==> config.mk <==
export PLATFORM = sky130hd
export DESIGN_NAME = result_deser
export DESIGN_NICKNAME = d
export VERILOG_FILES = /design/src/rtl/result_deser_pkg.sv /design/src/rtl/result_fifo.sv /design/src/rtl/result_deser.sv
export SDC_FILE = /design/constraint.sdc
export NUM_CORES = 1
export LEC_CHECK = 0
export ABC_AREA = 0
export ABC_CLOCK_PERIOD_IN_PS = 2900
export BUFFER_PORTS_ARGS = -buffer_cell sky130_fd_sc_hd__buf_2
export CAP_MARGIN = 20
export CORE_ASPECT_RATIO = 1.25
export CORE_MARGIN = 2
export CORE_UTILIZATION = 39
export CTS_BUF_LIST = sky130_fd_sc_hd__clkbuf_16
export DETAILED_ROUTE_END_ITERATION = 12
export GPL_TIMING_DRIVEN = 0
export SLEW_MARGIN = 20
export SYNTH_ARGS = -nofsm -noshare
export SYNTH_HDL_FRONTEND = slang
export SYNTH_SLANG_ARGS = --single-unit
==> constraint.sdc <==
create_clock -name clk -period 2.9 [get_ports clk]
set_input_delay 0.435 -clock clk [delete_from_list [all_inputs] [get_ports clk]]
set_output_delay 0.435 -clock clk [all_outputs]
set_load 0.03 [all_outputs]
==> src/rtl/result_deser_pkg.sv <==
// Shared types and constants for the result deserializer.
// Optional build macro: RESULT_DESER_PARITY_EN (adds a stored even-parity bit per word).
package result_deser_pkg;

    localparam int DEFAULT_WIDTH = 8;
    localparam int DEFAULT_DEPTH = 4;

    // Word assembly states: IDLE has no bits, SHIFT is mid-word, LAST holds a full word.
    typedef enum logic [1:0] {
        IDLE  = 2'd0,
        SHIFT = 2'd1,
        LAST  = 2'd2
    } state_t;

    // Even parity: the returned bit makes the total number of ones even.
    function automatic logic even_parity(input logic [31:0] d);
        return ^d;
    endfunction

endpackage

==> src/rtl/result_fifo.sv <==
// Small synchronous FIFO holding assembled words; the read port shows zero when empty.
// A push into a full FIFO is accepted only if a pop happens in the same cycle.
module result_fifo #(
    parameter int WIDTH = 8,
    parameter int DEPTH = 4
) (
    input  logic                     clk,
    input  logic                     rst_n,
    input  logic                     push,
    input  logic                     pop,
    input  logic [WIDTH-1:0]         wdata,
    output logic [WIDTH-1:0]         rdata,
    output logic                     full,
    output logic                     empty,
    output logic [$clog2(DEPTH):0]   level
);

    localparam int AW = $clog2(DEPTH);

    logic [WIDTH-1:0] r_mem [DEPTH];
    logic [AW-1:0]    r_wr;
    logic [AW-1:0]    r_rd;
    logic [AW:0]      r_level;
    logic             w_do_push;
    logic             w_do_pop;

    assign full      = (r_level == (AW+1)'(DEPTH));
    assign empty     = (r_level == {(AW+1){1'b0}});
    assign w_do_pop  = pop & ~empty;
    assign w_do_push = push & (~full | w_do_pop);
    assign level     = r_level;
    assign rdata     = empty ? {WIDTH{1'b0}} : r_mem[r_rd];

    // Storage array written at the write pointer on an accepted push.
    always_ff @(posedge clk or negedge rst_n) begin
        if (!rst_n) begin
            for (int i = 0; i < DEPTH; i++) begin
                r_mem[i] <= {WIDTH{1'b0}};
            end
        end else if (w_do_push) begin
            r_mem[r_wr] <= wdata;
        end else begin
            r_mem[r_wr] <= r_mem[r_wr];
        end
    end

    // Pointers wrap naturally because DEPTH is a power of two; level tracks occupancy.
    always_ff @(posedge clk or negedge rst_n) begin
        if (!rst_n) begin
            r_wr    <= {AW{1'b0}};
            r_rd    <= {AW{1'b0}};
            r_level <= {(AW+1){1'b0}};
        end else begin
            if (w_do_push) begin
                r_wr <= r_wr + AW'(1);
            end else begin
                r_wr <= r_wr;
            end
            if (w_do_pop) begin
                r_rd <= r_rd + AW'(1);
            end else begin
                r_rd <= r_rd;
            end
            case ({w_do_push, w_do_pop})
                2'b10:   r_level <= r_level + (AW+1)'(1);
                2'b01:   r_level <= r_level - (AW+1)'(1);
                default: r_level <= r_level;
            endcase
        end
    end

endmodule

==> src/rtl/result_deser.sv <==
// Serial-to-parallel result deserializer: collects WIDTH valid bits LSB-first into a
// word and queues finished words in a small FIFO for a ready/valid consumer.
// Optional build macro: RESULT_DESER_PARITY_EN adds port par_o and a stored parity bit.
module result_deser
    import result_deser_pkg::*;
#(
    parameter int WIDTH = DEFAULT_WIDTH,
    parameter int DEPTH = DEFAULT_DEPTH
) (
    input  logic                     clk,
    input  logic                     rst_n,
    input  logic                     c_in,
    input  logic                     c_vld,
    input  logic                     flush,
    output logic [WIDTH-1:0]         data_o,
    output logic                     data_vld_o,
    input  logic                     data_rdy_i,
    output logic [$clog2(DEPTH):0]   level_o,
`ifdef RESULT_DESER_PARITY_EN
    output logic                     par_o,
`endif
    output logic                     ovf_o
);

    localparam int CW = $clog2(WIDTH);
    localparam logic [CW-1:0] LAST_CNT = CW'(WIDTH - 1);
`ifdef RESULT_DESER_PARITY_EN
    localparam int FW = WIDTH + 1;
`else
    localparam int FW = WIDTH;
`endif

    state_t           r_state;
    state_t           w_next;
    logic [CW-1:0]    r_cnt;
    logic [WIDTH-1:0] r_shift;
    logic             r_ovf;
    logic             w_push;
    logic             w_pop;
    logic             w_full;
    logic             w_empty;
    logic             w_accept;
    logic [FW-1:0]    w_wdata;
    logic [FW-1:0]    w_rdata;

    // A flush swallows any bit presented in the same cycle.
    assign w_accept = c_vld & ~flush;

    // State register.
    always_ff @(posedge clk or negedge rst_n) begin
        if (!rst_n) begin
            r_state <= IDLE;
        end else begin
            r_state <= w_next;
        end
    end

    // Next-state logic; a bit arriving in LAST starts the next word without a bubble.
    always_comb begin
        w_next = r_state;
        if (flush) begin
            w_next = IDLE;
        end else begin
            case (r_state)
                IDLE:    w_next = c_vld ? SHIFT : IDLE;
                SHIFT:   w_next = (c_vld && (r_cnt == LAST_CNT)) ? LAST : SHIFT;
                LAST:    w_next = c_vld ? SHIFT : IDLE;
                default: w_next = IDLE;
            endcase
        end
    end

    // Output logic: the full word sits in the shift register for exactly the LAST cycle.
    always_comb begin
        w_push = 1'b0;
        case (r_state)
            LAST:    w_push = 1'b1;
            default: w_push = 1'b0;
        endcase
    end

    // Bit counter of the word in progress; it is zero in IDLE and LAST.
    always_ff @(posedge clk or negedge rst_n) begin
        if (!rst_n) begin
            r_cnt <= {CW{1'b0}};
        end else if (flush) begin
            r_cnt <= {CW{1'b0}};
        end else if (c_vld) begin
            r_cnt <= (r_cnt == LAST_CNT) ? {CW{1'b0}} : r_cnt + CW'(1);
        end else begin
            r_cnt <= r_cnt;
        end
    end

    // Right shift so that after WIDTH bits the first accepted bit lands in bit 0.
    always_ff @(posedge clk or negedge rst_n) begin
        if (!rst_n) begin
            r_shift <= {WIDTH{1'b0}};
        end else if (w_accept) begin
            r_shift <= {c_in, r_shift[WIDTH-1:1]};
        end else begin
            r_shift <= r_shift;
        end
    end

    assign w_pop = data_rdy_i & ~w_empty;

    // Sticky overflow: a push dropped because the FIFO was full with no pop.
    always_ff @(posedge clk or negedge rst_n) begin
        if (!rst_n) begin
            r_ovf <= 1'b0;
        end else begin
            r_ovf <= r_ovf | (w_push & w_full & ~w_pop);
        end
    end

`ifdef RESULT_DESER_PARITY_EN
    assign w_wdata = {even_parity(32'(r_shift)), r_shift};
    assign par_o   = w_rdata[WIDTH];
`else
    assign w_wdata = r_shift;
`endif

    result_fifo #(
        .WIDTH (FW),
        .DEPTH (DEPTH)
    ) u_fifo (
        .clk   (clk),
        .rst_n (rst_n),
        .push  (w_push),
        .pop   (w_pop),
        .wdata (w_wdata),
        .rdata (w_rdata),
        .full  (w_full),
        .empty (w_empty),
        .level (level_o)
    );

    assign data_o     = w_rdata[WIDTH-1:0];
    assign data_vld_o = ~w_empty;
    assign ovf_o      = r_ovf;

endmodule

After elaboration in Yosys (flattened, before gate mapping). Index checks and enable logic that the tools add are counted.

Register bits: 53. Word-level logic and storage cells: 67. Output and inout bits: 13.

Equal/unequal tests: 6. Reduce and logical (&&, ||, !) cells: 7. Multiplexer cells: 21. Order comparisons: 3. Bitwise operators: 14. Add/subtract/negate cells: 5.

Operators by type and width (number): bitwise mux 32 bit (2); 2-to-1 mux 8 bit (6); binary-select mux 8 bit (select 2 bit) (2); 2-to-1 mux 32 bit (1); demux 8 bit (select 2 bit) (1); 2-to-1 mux 3 bit (3); adder 3 x 1 -> 3 bit (second input constant) (2); bitwise AND 1 bit (6); equality test 3 bit (second input constant) (2); greater-or-equal comparator 3 bit (second input constant) (2); inverter 2 -> 3 bit (2); case mux 3 bit (2 select lines) (1); adder 2 x 1 -> 2 bit (second input constant) (2); equality test 2 x 1 -> 1 bit (second input constant) (2); equality test 2 bit (second input constant) (2); 2-to-1 mux 2 bit (2); inverter 1 bit (4); case mux 2 bit (2 select lines) (1); nonzero test 2 bit (2); logical NOT 3 bit (1); < comparator 3 x 1 -> 1 bit (second input constant) (1); subtractor 3 x 1 -> 3 bit (second input constant) (1); logical AND 1 bit (2); logical NOT 2 bit (1); other kinds (3) (5).

Logic depth before layout (Yosys ltp).
Depth in word-level cells: 8. Gate-level depth with buffers: 9.

Hierarchy. From an unflattened synthesis, not the netlist that was laid out.

Cells, all modules: 233. Area, all modules: 2772.7 um2.

By module, submodules not included: result_fifo (area each 2138.3 um2, seq. area each 975.9 um2, cells each 188, times used 1); result_deser (area each 634.4 um2, seq. area each 350.3 um2, cells each 45, times used 1).

Worst setup path before layout. OpenSTA, ideal clock, no wires.

Kind: register -> register. Start point: reg u_fifo.r_level[0], in the netlist u_fifo.level[0]. End point: reg u_fifo.r_level[2], in the netlist u_fifo.level[2]. Stages on the path, launching flop included: 10. Slack: 0.555 ns. Arrival: 2.265 ns. Library setup time: 0.081 ns. Cells stage by stage: dfrtp_1 -> or4b_1 -> buf_6 -> nand2_8 -> ha_1 -> inv_1 -> fa_1 -> xor2_1 -> nor2_1 -> xor2_1.

Cells in the longest elaborated chain, start to end: 8.

RTL lines: from (decl) (RTL line result_fifo.sv:23) `logic [AW:0] r_level;`; from (signal assigned) (RTL line result_fifo.sv:52) `r_level <= {(AW+1){1'b0}};`; from (signal assigned) (RTL line result_fifo.sv:65) `2'b10: r_level <= r_level + (AW+1)'(1);`; from (signal assigned) (RTL line result_fifo.sv:66) `2'b01: r_level <= r_level - (AW+1)'(1);`; logical NOT 3 bit (RTL line result_fifo.sv:28) `assign empty = (r_level == {(AW+1){1'b0}});`; inverter 1 bit (RTL line result_fifo.sv:29, result_deser.sv:106); bitwise AND 1 bit (RTL line result_deser.sv:106) `assign w_pop = data_rdy_i & ~w_empty;`; bitwise AND 1 bit (RTL line result_fifo.sv:29) `assign w_do_pop = pop & ~empty;`; OR 1 bit (RTL line result_fifo.sv:30) `assign w_do_push = push & (~full | w_do_pop);`; bitwise AND 1 bit (RTL line result_fifo.sv:30); equality test 2 x 1 -> 1 bit or equality test 2 bit (tied branches) (RTL line result_fifo.sv:64) `case ({w_do_push, w_do_pop})`; case mux 3 bit (2 select lines) or nonzero test 2 bit (tied branches).

Several ways; a longest one is shown, not always the timed one. A chain may end at the register's enable or synchronous reset.

Worst setup path after layout. Ends and elaborated chain as after synthesis.

==> results.md <==
* CP Launch Type: flop
* Final HPWL DP at 3842 um
* Mapped Area at 2705 um^2
* Routed vias/inst at 5.515
* Final wirelength at 5698 um
* Slew HR at 54.05%
* Total track usage at 16.15%
* Total CTS buffers at 5
* Crit end category: flop
* ANT cells at 0
* Max Clk Rate at 0.4262 GHz
* Die ar. at 7623 um^2
* RSZ-0062 raised after global routing: no
* Ports at 19
* Crit path from: u_fifo.level[0]$_DFFE_PN0P_
* First-pass GRT wire length at 9487 um
* Core Util, Final at 46.51%
* Layout cell share with drive strength beyond 1 at 23.90%
* Setup TNS at 0 ps
* Capture point of the critical path: u_fifo.level[2]$_DFFE_PN0P_
* CTS tree: done
* Vias in the first global route at 1891
* Depth of the worst register-to-register path at 9
* Most frequent cells in the layout: dfrtp_1, nor2_1, a31oi_1, buf_2, mux4_2
* DRC at 0
* DIE HEIGHT at 97.12 um
* Reg2reg setup slack at 550 ps
* Placed cell count at 330
* Initial core utilization at 40.69%
* Clock-pin slew on the worst setup and hold paths at 60 ps
* Outcome: finished, final reports clean
* Commonest register cell after synthesis: dfrtp_1
* Syn Inst Count at 226
* Syn Area/Cell at 11.97 um^2
* Drt first pass iters at 4
* Static Leak at 1.160 nW
* CTS H-tree depth at 2
* Core ar. at 6648 um^2
* Post-synth EDFFs at 0
* Synth-to-layout area growth at 14.29%
* Post-CTS setup buffer count at 0
* Total grt overflow at 0
* Synth Net Count at 240
* WP data arrival at 2560 ps
* Reg2reg start: u_fifo.level[0]$_DFFE_PN0P_
* GPL Wtd Cong at 0.7376
* Post-DRT Antenna Nets at 0
* Max Cap Viol at 0
* VDD IR max at 0.5414 mV
* Final Skew at 9.480 ps
* Port Buffers at 17
* Worst-path maximum fanout at 9
* Die X-Extent at 78.49 um
* Detailed-route via count at 1864
* Initial antenna violation count at 0
* Hold Violations, Final at 0
* Root buf cell: clkbuf_16
* FF+latch count, synth at 53
* Final net count at 264
* Maximum clock path buffer count at 2
* Synth cell types at 32
* Finished Layout Cells at 338
* Clock sinks at 53
* Largest net degree at the start of global routing at 54
* Slew at the pin closest to its max-slew limit at 689.2 ps
* Period utilisation layout at 80.90%
* Drt wl/cell at 16.86 um
* Asr flop ratio synth at 100.0%
* Final instance area at 3092 um^2
* DP Area at 2902 um^2
* Class of the worst hold path: primary input to asynchronous set/reset pin
* Crit Path Category: flop to flop
* Sequential share of the synthesized area at 49.03%
* Ys Warns at 0
* Post-cts repair resize count at 0
* 1st-iter DRT viols at 122
* Final min period at 2346 ps
* Slew Limit Fails at 0
* Post-CTS Hold Fix Bufs at 0
* R2R Path End: u_fifo.level[2]$_DFFE_PN0P_
* Final setup vio count at 0
* Worst-Skew Late Latency at 290 ps
* Rows at 33
* PwrDens at 846.8 nW/um^2
* Req. time, crit path at 3120 ps
* Commonest non-fill, non-tap cell in the layout: dfrtp_1
-- state kept, by name, summed over array words and instances (netlist names) --
name          cells
u_fifo.level      3
ovf_o             1
r_state           2
r_shift           8
u_fifo.r_rd       2
u_fifo.r_mem     32
u_fifo.r_wr       2
r_cnt             3
-- how the worst min path moves through the flow --
stage,startpoint,endpoint,slack (ps),cells after the start
final,rst_n,u_fifo.level[0]$_DFFE_PN0P_,170,1
after global routing,rst_n,u_fifo.level[0]$_DFFE_PN0P_,240,1
after CTS,rst_n,u_fifo.level[0]$_DFFE_PN0P_,210,1
after detailed placement,ovf_o$_DFF_PN0_,ovf_o$_DFF_PN0_,460,1
after global placement,ovf_o$_DFF_PN0_,ovf_o$_DFF_PN0_,460,1
after floorplan,rst_n,ovf_o$_DFF_PN0_,140,0
-- critical path, cell delays in order (launching register included) --
cell     delay (ps)
dfrtp_1         450
or4b_1          550
buf_6           170
nand2_8          60
ha_1            190
inv_1            60
fa_1            370
xor2_1          150
nor2_1          110
xor2_1          150
-- stage by stage --
stage	power (W)	hold slack, ps	worst slack (ps)
2_1_floorplan	0.001672	139.4	554.5
3_3_place_gp	0.001872	458.2	518.2
3_5_place_dp	0.001894	461.5	484.3
4_1_cts	0.002658	207.2	523.3
5_1_grt	0.002766	237.6	378.2
6_report	0.002618	174.8	553.9
-- per-layer routing --
layer	global-route usage [%]	vias up	wire length (um)
met5	0	-	0
met4	6.208	0	111
met3	3.346	10	232
met2	27.85	38	2999
met1	19.70	938	2354
li1	-	878	-
-- cells by family after synthesis --
| logic type | count (synthesis) | synth area share [%] |
|---|---|---|
| XOR/XNOR | 6 | 1.943 |
| buffers and inverters | 22 | 4.348 |
| flip-flops | 53 | 49.03 |
| adder cells (fa/ha/maj) | 8 | 3.978 |
| AO/OA/AOI/OAI | 42 | 9.343 |
| AND/OR/NAND/NOR | 65 | 12.30 |
| multiplexers | 30 | 19.06 |
-- layout make-up --
cell class / count / area [um^2]
well taps: 87 / 108.9
inverters: 5 / 18.77
clock inverters: 3 / 65.06
clock buffers: 5 / 125.1
plain buffers: 17 / 98.84
multi-input cells: 151 / 1261
flip-flops and latches: 53 / 1326
repair buffers: 17 / 87.58
fillers: 617 / 3556
-- Yosys cell counts (4+ instances only) --
library cell / number / area share (%)
dfrtp_1: 53 / 49
nor2_1: 38 / 5.3
a31oi_1: 32 / 7.4
mux4_2: 16 / 13
and2_1: 9 / 2.1
nand3_1: 9 / 1.7
mux2_2: 8 / 3.3
ha_1: 7 / 3.2
clkbuf_1: 6 / 0.83
o21ai_1: 6 / 1.1
inv_1: 5 / 0.69
mux2i_1: 5 / 1.9
buf_1: 4 / 0.55
-- power by group --
part | switching [W] | internal (W)
logic | 0.000486 | 0.000362
clock network | 0.000265 | 0.000493
registers | 0.000120 | 0.000893
total | 0.000871 | 0.00175
Power figures use the tool's default switching activity.
